--- src/rtl/audio_mix_pkg.sv ---
// Shared sizing helpers for the N-channel audio mixer.
package audio_mix_pkg;

  function automatic int unsigned clog2(input int unsigned v);
    int unsigned r;
    r = 0;
    while ((32'd1 << r) < v) r++;
    return r;
  endfunction

  // Worst-case sum width: one bit of gain headroom plus one bit per tree level.
  function automatic int unsigned sum_w(input int unsigned in_w, input int unsigned channels);
    return in_w + 1 + clog2(channels);
  endfunction

  function automatic int unsigned unity_gain(input int unsigned gain_w);
    return 32'd1 << (gain_w - 1);
  endfunction

endpackage

--- src/rtl/mixer_add_stage.sv ---
// One registered adder-tree level: PAIRS adjacent operand pairs summed, widened by one bit.
module mixer_add_stage #(
  parameter int unsigned PAIRS = 1,
  parameter int unsigned W     = 9
) (
  input  logic                     clk,
  input  logic                     resetn,
  input  logic                     in_valid,
  input  logic [2*PAIRS*W-1:0]     operands,
  output logic                     out_valid,
  output logic [PAIRS*(W+1)-1:0]   sums
);

  always_ff @(posedge clk or negedge resetn) begin
    if (!resetn) out_valid <= 1'b0;
    else         out_valid <= in_valid;
  end

  // Data path carries no reset; only the valid bit qualifies it.
  always_ff @(posedge clk) begin
    for (int unsigned p = 0; p < PAIRS; p++) begin
      sums[p*(W+1) +: W+1] <= (W+1)'(operands[2*p*W +: W]) + (W+1)'(operands[(2*p+1)*W +: W]);
    end
  end

endmodule

--- src/rtl/audio_mixer_n.sv ---
// N-channel mixer: per-channel gain/mute, registered adder tree, left-justified output, peak meter.
module audio_mixer_n
  import audio_mix_pkg::*;
#(
  parameter int unsigned CHANNELS = 4,
  parameter int unsigned IN_W     = 8,
  parameter int unsigned GAIN_W   = 4,
  parameter int unsigned OUT_W    = 32,
  localparam int unsigned SEL_W   = clog2(CHANNELS),
  localparam int unsigned SUM_W   = sum_w(IN_W, CHANNELS)
) (
  input  logic                     clk,
  input  logic                     resetn,
  input  logic                     in_valid,
  input  logic [CHANNELS*IN_W-1:0] audio_in,
  input  logic [CHANNELS-1:0]      mute,
  input  logic                     gain_we,
  input  logic [SEL_W-1:0]         gain_sel,
  input  logic [GAIN_W-1:0]        gain_data,
  output logic                     out_valid,
  output logic [OUT_W-1:0]         mix_down,
  output logic [SUM_W-1:0]         peak_level,
  input  logic                     peak_clr
);

  localparam int unsigned LEVELS = SEL_W;
  localparam int unsigned SC_W   = IN_W + 1;
  localparam int unsigned PROD_W = IN_W + GAIN_W;
  localparam logic [GAIN_W-1:0] UNITY = GAIN_W'(unity_gain(GAIN_W));

  logic [GAIN_W-1:0]        gain_q [CHANNELS];
  logic [PROD_W-1:0]        prod;
  logic [CHANNELS*SC_W-1:0] scaled_d;
  logic [CHANNELS*SC_W-1:0] scaled_q;
  logic                     g_valid;
  logic [SUM_W-1:0]         tree_sum;
  logic                     tree_valid;
  logic [SUM_W-1:0]         cur_sum;

  always_ff @(posedge clk or negedge resetn) begin
    if (!resetn) begin
      for (int unsigned c = 0; c < CHANNELS; c++) gain_q[c] <= UNITY;
    end else if (gain_we) begin
      gain_q[gain_sel] <= gain_data;
    end
  end

  // Gain stage reads gain_q before any same-cycle write lands, so that frame keeps the old gain.
  always_comb begin
    scaled_d = '0;
    prod     = '0;
    for (int unsigned c = 0; c < CHANNELS; c++) begin
      prod = PROD_W'(audio_in[c*IN_W +: IN_W]) * PROD_W'(gain_q[c]);
      scaled_d[c*SC_W +: SC_W] = mute[c] ? '0 : SC_W'(prod >> (GAIN_W - 1));
    end
  end

  always_ff @(posedge clk or negedge resetn) begin
    if (!resetn) g_valid <= 1'b0;
    else         g_valid <= in_valid;
  end

  always_ff @(posedge clk) begin
    scaled_q <= scaled_d;
  end

  for (genvar l = 0; l < LEVELS; l++) begin : g_lvl
    localparam int unsigned PAIRS = CHANNELS >> (l + 1);
    localparam int unsigned W     = IN_W + 1 + l;
    logic [2*PAIRS*W-1:0]   ops;
    logic [PAIRS*(W+1)-1:0] sums;
    logic                   v_in;
    logic                   v_out;
    if (l == 0) begin : g_first
      assign ops  = scaled_q;
      assign v_in = g_valid;
    end else begin : g_next
      assign ops  = g_lvl[l-1].sums;
      assign v_in = g_lvl[l-1].v_out;
    end
    mixer_add_stage #(.PAIRS(PAIRS), .W(W)) u_stage (
      .clk       (clk),
      .resetn    (resetn),
      .in_valid  (v_in),
      .operands  (ops),
      .out_valid (v_out),
      .sums      (sums)
    );
  end

  assign tree_sum   = g_lvl[LEVELS-1].sums;
  assign tree_valid = g_lvl[LEVELS-1].v_out;

  always_ff @(posedge clk or negedge resetn) begin
    if (!resetn) begin
      out_valid <= 1'b0;
      mix_down  <= '0;
    end else begin
      out_valid <= tree_valid;
      if (tree_valid) mix_down <= OUT_W'(tree_sum) << (OUT_W - SUM_W);
    end
  end

  assign cur_sum = mix_down[OUT_W-1 -: SUM_W];

  // Clear-then-compare on a coincident clear collapses to loading the current sum.
  always_ff @(posedge clk or negedge resetn) begin
    if (!resetn) begin
      peak_level <= '0;
    end else if (out_valid) begin
      if (peak_clr || (cur_sum > peak_level)) peak_level <= cur_sum;
    end else if (peak_clr) begin
      peak_level <= '0;
    end
  end

endmodule

--- config.mk ---
export PLATFORM = sky130hd
export DESIGN_NAME = audio_mixer_n
export DESIGN_NICKNAME = d
export VERILOG_FILES = /design/src/rtl/audio_mix_pkg.sv /design/src/rtl/mixer_add_stage.sv /design/src/rtl/audio_mixer_n.sv
export SDC_FILE = /design/constraint.sdc
export NUM_CORES = 1
export LEC_CHECK = 0
export ABC_AREA = 1
export ABC_CLOCK_PERIOD_IN_PS = 9500
export CAP_MARGIN = 5
export CORE_MARGIN = 8
export CORE_UTILIZATION = 44
export DETAILED_ROUTE_END_ITERATION = 10
export SLEW_MARGIN = 20
export SYNTH_ARGS = -nofsm -noshare
export SYNTH_HDL_FRONTEND = slang
export SYNTH_HIERARCHICAL = 1
export SYNTH_SLANG_ARGS = --single-unit
export TNS_END_PERCENT = 5
--- constraint.sdc ---
create_clock -name clk -period 9.5 [get_ports clk]
set_input_delay 2.85 -clock clk [delete_from_list [all_inputs] [get_ports clk]]
set_output_delay 2.85 -clock clk [all_outputs]
set_load 0.02 [all_outputs]
# Yosys cells after proc, flatten, opt, wreduce, memory -nomap -nowiden
# Index checks and enable logic that the tools add are counted.
[totals]
romBits = 0
ram_bits = 0
latchBits = 0
memories = 0
out_inout_bits = 44
register_bits = 109
[classes]
mul = 4
n_eq_ne = 1
add_sub_neg = 3
order_cmp = 3
n_mux = 6
div_mod_pow = 0
bitwise = 1
reduce_logical = 4
n_shift = 0
[ops]
columns = ["op", "count"]
rows = [
  ["8-bit by 4-bit multiplier with 12-bit output", 4],
  ["11-bit two-way mux", 3],
  ["9-bit by 9-bit adder with 10-bit output", 2],
  ["16-bit bitwise mux", 1],
  ["10-bit by 10-bit adder with 11-bit output", 1],
  ["11-bit greater-than comparator", 1],
  ["4-bit demux with 2-bit select", 1],
  ["4-bit two-way mux", 1],
  ["3-bit >= comparator (second input constant)", 1],
  ["3-bit by 1-bit < comparator with 1-bit output (second input constant)", 1],
  ["2-bit NOT with 3-bit output", 1],
  ["2-bit by 1-bit != test with 1-bit output (second input constant)", 1],
  ["2-bit AND reduction", 1],
  ["2-bit nonzero test", 1],
  ["1-bit logical AND", 1],
  ["1-bit logical OR", 1],
]

# Depth between registers and ports, before layout
# Gate-level depths: netlist of run 1.
[depth]
depth_word = 6
depth_mapped = 18
mapped_depth_nobuf = 17

# Modules after synthesis
# Netlist of run 1, hierarchy kept.
[by_module_without_submodules]
columns = ["module", "n_inst", "seq_area_each_um2", "area_each_um2", "cells_per_inst"]
rows = [
  ["audio_mixer_n", 1, 1726.7, 7006.7, 976],
  ["mixer_add_stage (g_lvl[0].u_stage)", 1, 425.4, 1308.8, 185],
  ["mixer_add_stage (g_lvl[1].u_stage)", 1, 245.2, 759.5, 104],
]

# Least setup slack after synthesis of run 1
# Ideal clock, no wire load.
[synth_path]
path_type = "input to register"
from = "input port audio_in[1]"
to = "register scaled_q[4] (netlist: g_lvl[0].ops[4])"
required_time_ns = 9.387
setup_slack_ns = 4.353
cell_stages = 13
t_arrival_ns = 5.035
n_path_buf = 0
cell_sequence = "nand2_1 -> inv_1 -> fa_1 -> inv_1 -> fa_1 -> inv_1 -> ha_1 -> a21oi_1 -> o21ai_1 -> a21oi_1 -> nand2_1 -> nand2_1 -> nor2_1"
[synth_between]
elab_chain_len = 1
[synth_lines]
columns = ["element", "line", "text"]
rows = [
  ["from (decl)", "audio_mixer_n.sv:15", "input logic [CHANNELS*IN_W-1:0] audio_in,"],
  ["8-bit by 4-bit multiplier with 12-bit output", "audio_mixer_n.sv:53", "prod = PROD_W'(audio_in[c*IN_W +: IN_W]) * PROD_W'(gain_q[c]);"],
  ["to (signal assigned)", "audio_mixer_n.sv:64", "scaled_q <= scaled_d;"],
  ["to (decl)", "audio_mixer_n.sv:34", "logic [CHANNELS*SC_W-1:0] scaled_q;"],
]
# No other way between the ends.
# A chain may end at the register's enable or synchronous reset.

# Worst setup path in the final report of run 1
[layout_path]
from = "input port audio_in[8]"
to = "register scaled_q[16] (netlist: g_lvl[0].ops[16])"
# Same word-level chain as after synthesis.

==> results.md, run 1 <==
* Relative slew slack at a little over a third
* Flip-flop and latch count after synthesis at roughly 110
* Path class of the lowest-slack min-delay path: reg2reg
* Number of buffers between clock root and the deepest sink at 2
* Max Clk Rate at 182 MHz
* Hold wc startpoint: g_lvl[0].v_in
* Fraction of the yosys area taken by sequential cells at 26.4%
* Proportion of netlist area held by the largest area contributor at 14.8%
* Post-layout instance count excluding filler cells at ~1,600
* Number of instances in the placed design at between 1,500 and 2,000
* Period utilisation layout at 57.9%
* Clock tree from TritonCTS: done
* Final hold slack at about 350 ps
* Data arrival time of the worst path at 5730 ps
* Clock tree sinks at 109
* Post-route core utilization at between 50 and 60%
* Cell type with the largest total area after synthesis: sky130_fd_sc_hd__dfxtp_1
* Kind of launch point of the worst setup path: input port
* Final count of hold timing violations at 0
* Vias in the first global route at 7,073
* Top cell types by occurrence after synthesis: sky130_fd_sc_hd__nand2_1, sky130_fd_sc_hd__inv_1, sky130_fd_sc_hd__ha_1, sky130_fd_sc_hd__nor2_1, sky130_fd_sc_hd__dfxtp_1
* Hold buffers post-CTS at 0
* Terminus of the critical flop-to-flop path: g_lvl[0].ops[16]
* Share of final-layout standard cells stronger than drive strength 1 at around 4.6%
* Hold path depth at 0
* Main synth FF type: sky130_fd_sc_hd__dfxtp_1
* Initial core utilization at about 45%
* Top fanout value on the critical path at 4
* Total Nets Final at between 1,500 and 2,000
* Grt total ovfl at 0
* Type of the setup path with the least slack: in2reg
* Post-layout worst setup margin at between 3000 and 4000 ps
* Number of buffers created by CTS at 9
* Worst clock skew on the final layout at ~7.5 ps
* Total of cells resized after clock tree synthesis at 0
* Area of placed instances at 9890 sq um
* Unrepaired setup endpoints after global routing: no
* Placement-stage worst setup slack at between 3000 and 4000 ps
* Static leakage at around 6.0 nW
* Post-route standard cell area excluding fillers at 10,200 sq um
* R2r setup slk at 6370 ps
* Number of vias per cell at approximately 4.5
* Total iterations of the first detailed-routing run at 4
* Critical path data required time at between 9000 and 10,000 ps
* Number of maximum-capacitance violations at 0
* Worst vdd rail ir drop at slightly above 0.1 mV
* Multi-input gate area in the final layout at 5350 sq um
* Count of buffers added by post-CTS timing repair for setup at 0
* Wirelength, routed at around 17 mm
* Detailed-placement wirelength estimate at 14.9 mm
* Most common cell in the synthesized netlist: sky130_fd_sc_hd__nand2_1
* Number of enable-type register cells in the synthesized netlist at 0
* Endpoint type of the worst setup path: flip-flop
* DIE WIDTH at 160 um
* Proportion of register bits with asynchronous set or reset after synthesis at 38.5%
* Overall Global Routing Usage at 14.2%
* Register area at 2400 sq um
* Via count at 7,237
* Largest net degree at the start of global routing at 43
* H-tree levels at 3
* Distinct cell type count of the synthesized netlist at 36
* Clock-pin slew on the worst setup and hold paths at ~70 ps
* DRC viols at 0
* Number of buffer cells added on primary ports at 69
* Number of filler cells placed in the layout at ~2,100
* Cells taking the most area after synthesis: sky130_fd_sc_hd__dfxtp_1, sky130_fd_sc_hd__nand2_1, sky130_fd_sc_hd__ha_1
* Number of antenna violations at the first check in global routing at 0
* Setup Total Neg Slack at 0 ps
* Power consumption at about 2.2 mW
* Mean instance size in the synthesized netlist at 7.17 sq um
* Time the final worst path needs with I/O delays and setup at ~5500 ps
* Clock tree root buffer cell: sky130_fd_sc_hd__clkbuf_16
* Routability congestion estimate at about 0.85
* Reg2reg start: gain_q[11]
* Slew at the pin closest to its max-slew limit at between 900 and 1000 ps
* FF-to-FF path depth at 12
* Clk_lat worst skew at 340 ps
* Cell count after synthesis at between 1,000 and 1,500
* Relative area change from synthesis to final layout at 12.4%
* Average routed wire per standard cell at about 11 um
* Ports at 91
* Die Y-Extent at about 160 um
* Remaining antenna violation count at 0
* Netlist area before placement at roughly 9000 sq um
* Pwr Density at between 200 and 250 nW/um^2
* Endpoint with the worst hold slack: g_lvl[0].u_stage/out_valid
* Wire length of the first global-routing pass at about 31 mm
* Antenna diode instance count at 0
* Count of standard-cell rows at 52
* Area of the placeable core at between 20,000 and 25,000 sq um
* Final setup violating endpoints at 0
* Synth Warn # at 6
* Status: complete, no violations
* Final Max Slew Viols at 0
* Overall die area at about 25,000 sq um
* Initial detailed-routing violation count at between 200 and 300
==> final cells by class <==
class,instances,share of cell area [%]
sequential,109,23.5
clock inverter,4,0.711
inverter,300,11.0
multi-input combinational,834,52.4
tap,270,3.31
timing repair buffer,69,6.72
clock buffer,12,2.32
==> how the worst max path moves through the flow <==
| stage | from | endpoint | slack [ps] | cells past startpoint |
|---|---|---|---|---|
| after detailed placement | audio_in[8] | g_lvl[0].ops[16] | 3630 | 13 |
| after global placement | audio_in[1] | g_lvl[0].ops[4] | 3690 | 14 |
| after floorplan | audio_in[1] | g_lvl[0].ops[4] | 4350 | 13 |
| after CTS | audio_in[8] | g_lvl[0].ops[16] | 4010 | 13 |
| final | audio_in[8] | g_lvl[0].ops[16] | 4000 | 13 |
| after global routing | audio_in[24] | g_lvl[0].ops[32] | 3770 | 16 |
==> kinds of logic (layout without fill, tap and decap cells) <==
group                      Yosys count  in the layout  synth area share, %
muxes                               10             10                 1.24
xor gates and xnor gates            10             10                0.965
and+or+nand+nor                    539            539                 25.1
buffers and inverters              342            385                 15.5
DFF                                109            109                 26.4
AOI/OAI and AO/OA                  108            108                 6.37
adders and majority gates          146            146                 24.3
other                                1             21               0.0413
==> registers in the layout, indices dropped and copies added (netlist names) <==
name,count
g_lvl.ops,36
out_valid,1
g_lvl.u_stage/out_valid,2
peak_level,11
gain_q,16
mix_down,11
g_lvl.v_in,1
g_lvl.u_stage/sums,31
==> worst max-delay path, stage by stage <==
cell,delay (ps)
sky130_fd_sc_hd__clkdlybuf4s50_1,520
sky130_fd_sc_hd__nand2_1,90
sky130_fd_sc_hd__fa_1,540
sky130_fd_sc_hd__inv_1,50
sky130_fd_sc_hd__fa_1,560
sky130_fd_sc_hd__inv_1,70
sky130_fd_sc_hd__fa_1,400
sky130_fd_sc_hd__inv_1,90
sky130_fd_sc_hd__nand3_1,70
sky130_fd_sc_hd__nand2_1,130
sky130_fd_sc_hd__nand4_1,120
sky130_fd_sc_hd__a21oi_1,160
sky130_fd_sc_hd__nor2_1,70
==> placed cells by master (no fill, tap or decap), drive strengths merged, types with 3 or more instances in the layout <==
cell type	instances
a21o	3
a21oi	57
clkbuf	12
clkdlybuf4s50	68
conb	21
dfrtp	38
dfstp	4
dfxtp	67
fa	51
ha	95
inv	302
mux2	10
nand2	369
nand3	71
nand3b	5
nand4	9
nor2	78
nor3	3
o21ai	38
o21bai	6
or2	4
xnor2	7
xor2	3
==> report_power, final <==
part	switching (mW)	total (mW)	leakage [nW]	internal (mW)
Sequential	0.102	0.714	1.08	0.612
Clock	0.158	0.389	0.152	0.232
Combinational	0.681	1.15	4.80	0.465
==> metal layers <==
metal,track usage [%],vias to the layer above,wire (um)
li1,-,3896,-
met1,18.7,3229,8760
met2,23.7,104,7840
met3,3.03,8,673
met4,2.49,0,119
met5,0,-,0
No activity file was read; power rests on OpenSTA's default activity.
==> run 2, diff against run 1 <==
ABC_CLOCK_PERIOD_IN_PS = 5670   (was 9500)
clock period = 5.67 ns   (was 9.5 ns; I/O delays follow)
==> run 2 against run 1 <==
Compared with the run above:
- cell count is the same
- sequential share of layout area is essentially flat
- global-route usage grew 0.082 points
- combinational power grew 67%
- total power grew 67%
- clock skew is essentially flat
- critical path depth is the same
- critical endpoint unchanged
- first-iteration DRC count shrank 3.9%
- non-clock buffer count is the same
==> results.md, run 2 (synthesized netlist as in run 1, its figures left out) <==
* R2r setup slk at 2570 ps (was 6370 ps)
* Area of the placeable core at 20,200 sq um (unchanged)
* Via count at 7,268 (was 7,237)
* Most frequent standard cell in the layout excluding fill and tap cells: sky130_fd_sc_hd__nand2_1 (unchanged)
* Count of standard-cell rows at 52 (unchanged)
* Static leakage at 6.03 nW (about the same)
* Pwr Density at 369 nW/um^2 (was 220 nW/um^2)
* Critical path data required time at 5910 ps (was 9730 ps)
* Reg2reg start: gain_q[3] (was gain_q[11])
* Final Max Slew Viols at 0 (unchanged)
* Wire length of the first global-routing pass at 31.4 mm (was 31.3 mm)
* Critical path cell sequence: clkdlybuf4s50_1, nand2_1, fa_1, inv_1, fa_1, inv_1, fa_1, inv_1, nand3_1, nand2_1, nand4_1, a21oi_1, nor2_1 (unchanged)
* Number of filler cells placed in the layout at 2,076 (was 2,056)
* Relative area change from synthesis to final layout at 12.4% (about the same)
* DRC viols at 0 (unchanged)
* Endpoint type of the worst setup path: flip-flop (unchanged)
* Total iterations of the first detailed-routing run at 5 (was 4)
* Routability congestion estimate at 0.852 (about the same)
* Worst clock skew on the final layout at 7.59 ps (was 7.48 ps)
* Vias in the first global route at 7,191 (was 7,073)
* Unrepaired setup endpoints after global routing: no (unchanged)
* Post-route core utilization at 50.4% (about the same)
* Overall Global Routing Usage at 14.3% (was 14.2%)
* Count of buffers added by post-CTS timing repair for setup at 0 (unchanged)
* Data arrival time of the worst path at 4570 ps (was 5730 ps)
* Final setup violating endpoints at 0 (unchanged)
* Number of maximum-capacitance violations at 0 (unchanged)
* Wirelength, routed at 17.4 mm (about the same)
* Multi-input gate area in the final layout at 5350 sq um (unchanged)
* Total of cells resized after clock tree synthesis at 0 (unchanged)
* Number of vias per cell at 4.55 (was 4.53)
* Slew at the pin closest to its max-slew limit at 950 ps (was 953 ps)
* H-tree levels at 3 (unchanged)
* Die Y-Extent at 160 um (unchanged)
* Detailed-placement wirelength estimate at 15.1 mm (was 14.9 mm)
* Largest net degree at the start of global routing at 43 (unchanged)
* Average routed wire per standard cell at 10.9 um (about the same)
* Slowest cell delay on critical path at 560 ps (about the same)
* Top fanout value on the critical path at 4 (unchanged)
* Time the final worst path needs with I/O delays and setup at approximately 4300 ps
* Overall die area at 25,500 sq um (unchanged)
* Clock tree sinks at 109 (unchanged)
* Worst vdd rail ir drop at 0.181 mV (was 0.103 mV)
* Hold path depth at 0 (unchanged)
* Register area at 2400 sq um (unchanged)
* Period utilisation layout at 76.5%
* Setup Total Neg Slack at 0 ps (unchanged)
* Clk_lat worst skew at 340 ps (about the same)
* Path class of the lowest-slack min-delay path: reg2reg (unchanged)
* Number of buffers between clock root and the deepest sink at 2 (unchanged)
* FF-to-FF path depth at 15 (was 12)
* Share of final-layout standard cells stronger than drive strength 1 at 4.59% (unchanged)
* Highest-count cells in the layout ignoring fill and taps: sky130_fd_sc_hd__nand2_1, sky130_fd_sc_hd__inv_1, sky130_fd_sc_hd__ha_1 (unchanged)
* Clock tree root buffer cell: sky130_fd_sc_hd__clkbuf_16 (unchanged)
* Ports at 91 (unchanged)
* Relative slew slack at 36.6% (was 36.5%)
* Clock tree from TritonCTS: done (unchanged)
* Number of antenna violations at the first check in global routing at 0 (unchanged)
* Clock-pin slew on the worst setup and hold paths at 70 ps (about the same)
* Max Clk Rate at ~230 MHz
* Type of the setup path with the least slack: in2reg (unchanged)
* Remaining antenna violation count at 0 (unchanged)
* CP max stage cell: sky130_fd_sc_hd__fa_1 (unchanged)
* Max reg flops at 36 (unchanged)
* Number of buffer cells added on primary ports at 69 (unchanged)
* DIE WIDTH at 160 um (unchanged)
* Initial detailed-routing violation count at 248 (was 258)
* Timing startpoint of the critical path: audio_in[8] (unchanged)
* Total Nets Final at 1,516 (unchanged)
* Initial core utilization at 44.8% (unchanged)
* Post-layout worst setup margin at 1330 ps (was 4000 ps)
* Hold buffers post-CTS at 0 (unchanged)
* Number of buffers created by CTS at 9 (unchanged)
* Final count of hold timing violations at 0 (unchanged)
* Placement-stage worst setup slack at 981 ps (was 3630 ps)
* Antenna diode instance count at 0 (unchanged)
* Kind of launch point of the worst setup path: input port (unchanged)
* Grt total ovfl at 0 (unchanged)
* Hold wc startpoint: g_lvl[0].v_in (unchanged)
* Status: complete, no violations (unchanged)
[run 2: final cells by class]
cell class,instances,share of cell area (%)
Sequential cell,109,23.5
Multi-Input combinational cell,834,52.4
Timing Repair Buffer,69,6.72
Clock buffer,12,2.32
Tap cell,270,3.31
Clock inverter,4,0.723
Inverter,300,11.0
[run 2: worst max-delay path: cells and delay by family]
family          cells  cell delay [ps]
buf+inv             4              750
fa+ha+maj           3             1510
simple gates        5              480
compound gates      1              140
[run 2: layer usage]
layer | vias to the layer above | GRT usage [%] | wire, um
met5 | - | 0 | 0
met4 | 0 | 2.57 | 115
met3 | 10 | 3.01 | 705
met2 | 100 | 24.4 | 8070
met1 | 3255 | 18.4 | 8550
li1 | 3903 | - | -
[run 2: final timing paths]
| path | end |
|---|---|
| setup / recovery | g_lvl[0].ops[16] |
| hold reg to reg | g_lvl[0].u_stage/out_valid |
| min in group asynchronous | peak_level[4] |
| setup reg to reg | g_lvl[0].ops[32] |
| max in group asynchronous | gain_q[9] |
| hold / removal | g_lvl[0].u_stage/out_valid |
[run 2: power by group]
part / internal (mW) / leakage [nW] / switching (mW)
Combinational: 0.779 / 4.80 / 1.14
Sequential: 1.03 / 1.08 / 0.171
Clock: 0.388 / 0.147 / 0.260
Total: 2.19 / 6.03 / 1.57
[run 2: metrics by stage]
| stage | hold slack [ps] | std cells | total power [mW] | instance area [sq um] |
|---|---|---|---|---|
| after floorplan | 331 | 1285 | 2.66 | 9150 |
| after global placement | 333 | 1582 | 3.13 | 9890 |
| after detailed placement | 337 | 1582 | 3.16 | 9890 |
| after CTS | 346 | 1598 | 3.83 | 10200 |
| after global routing | 372 | 1598 | 4.17 | 10200 |
| final | 345 | 1598 | 3.77 | 10200 |
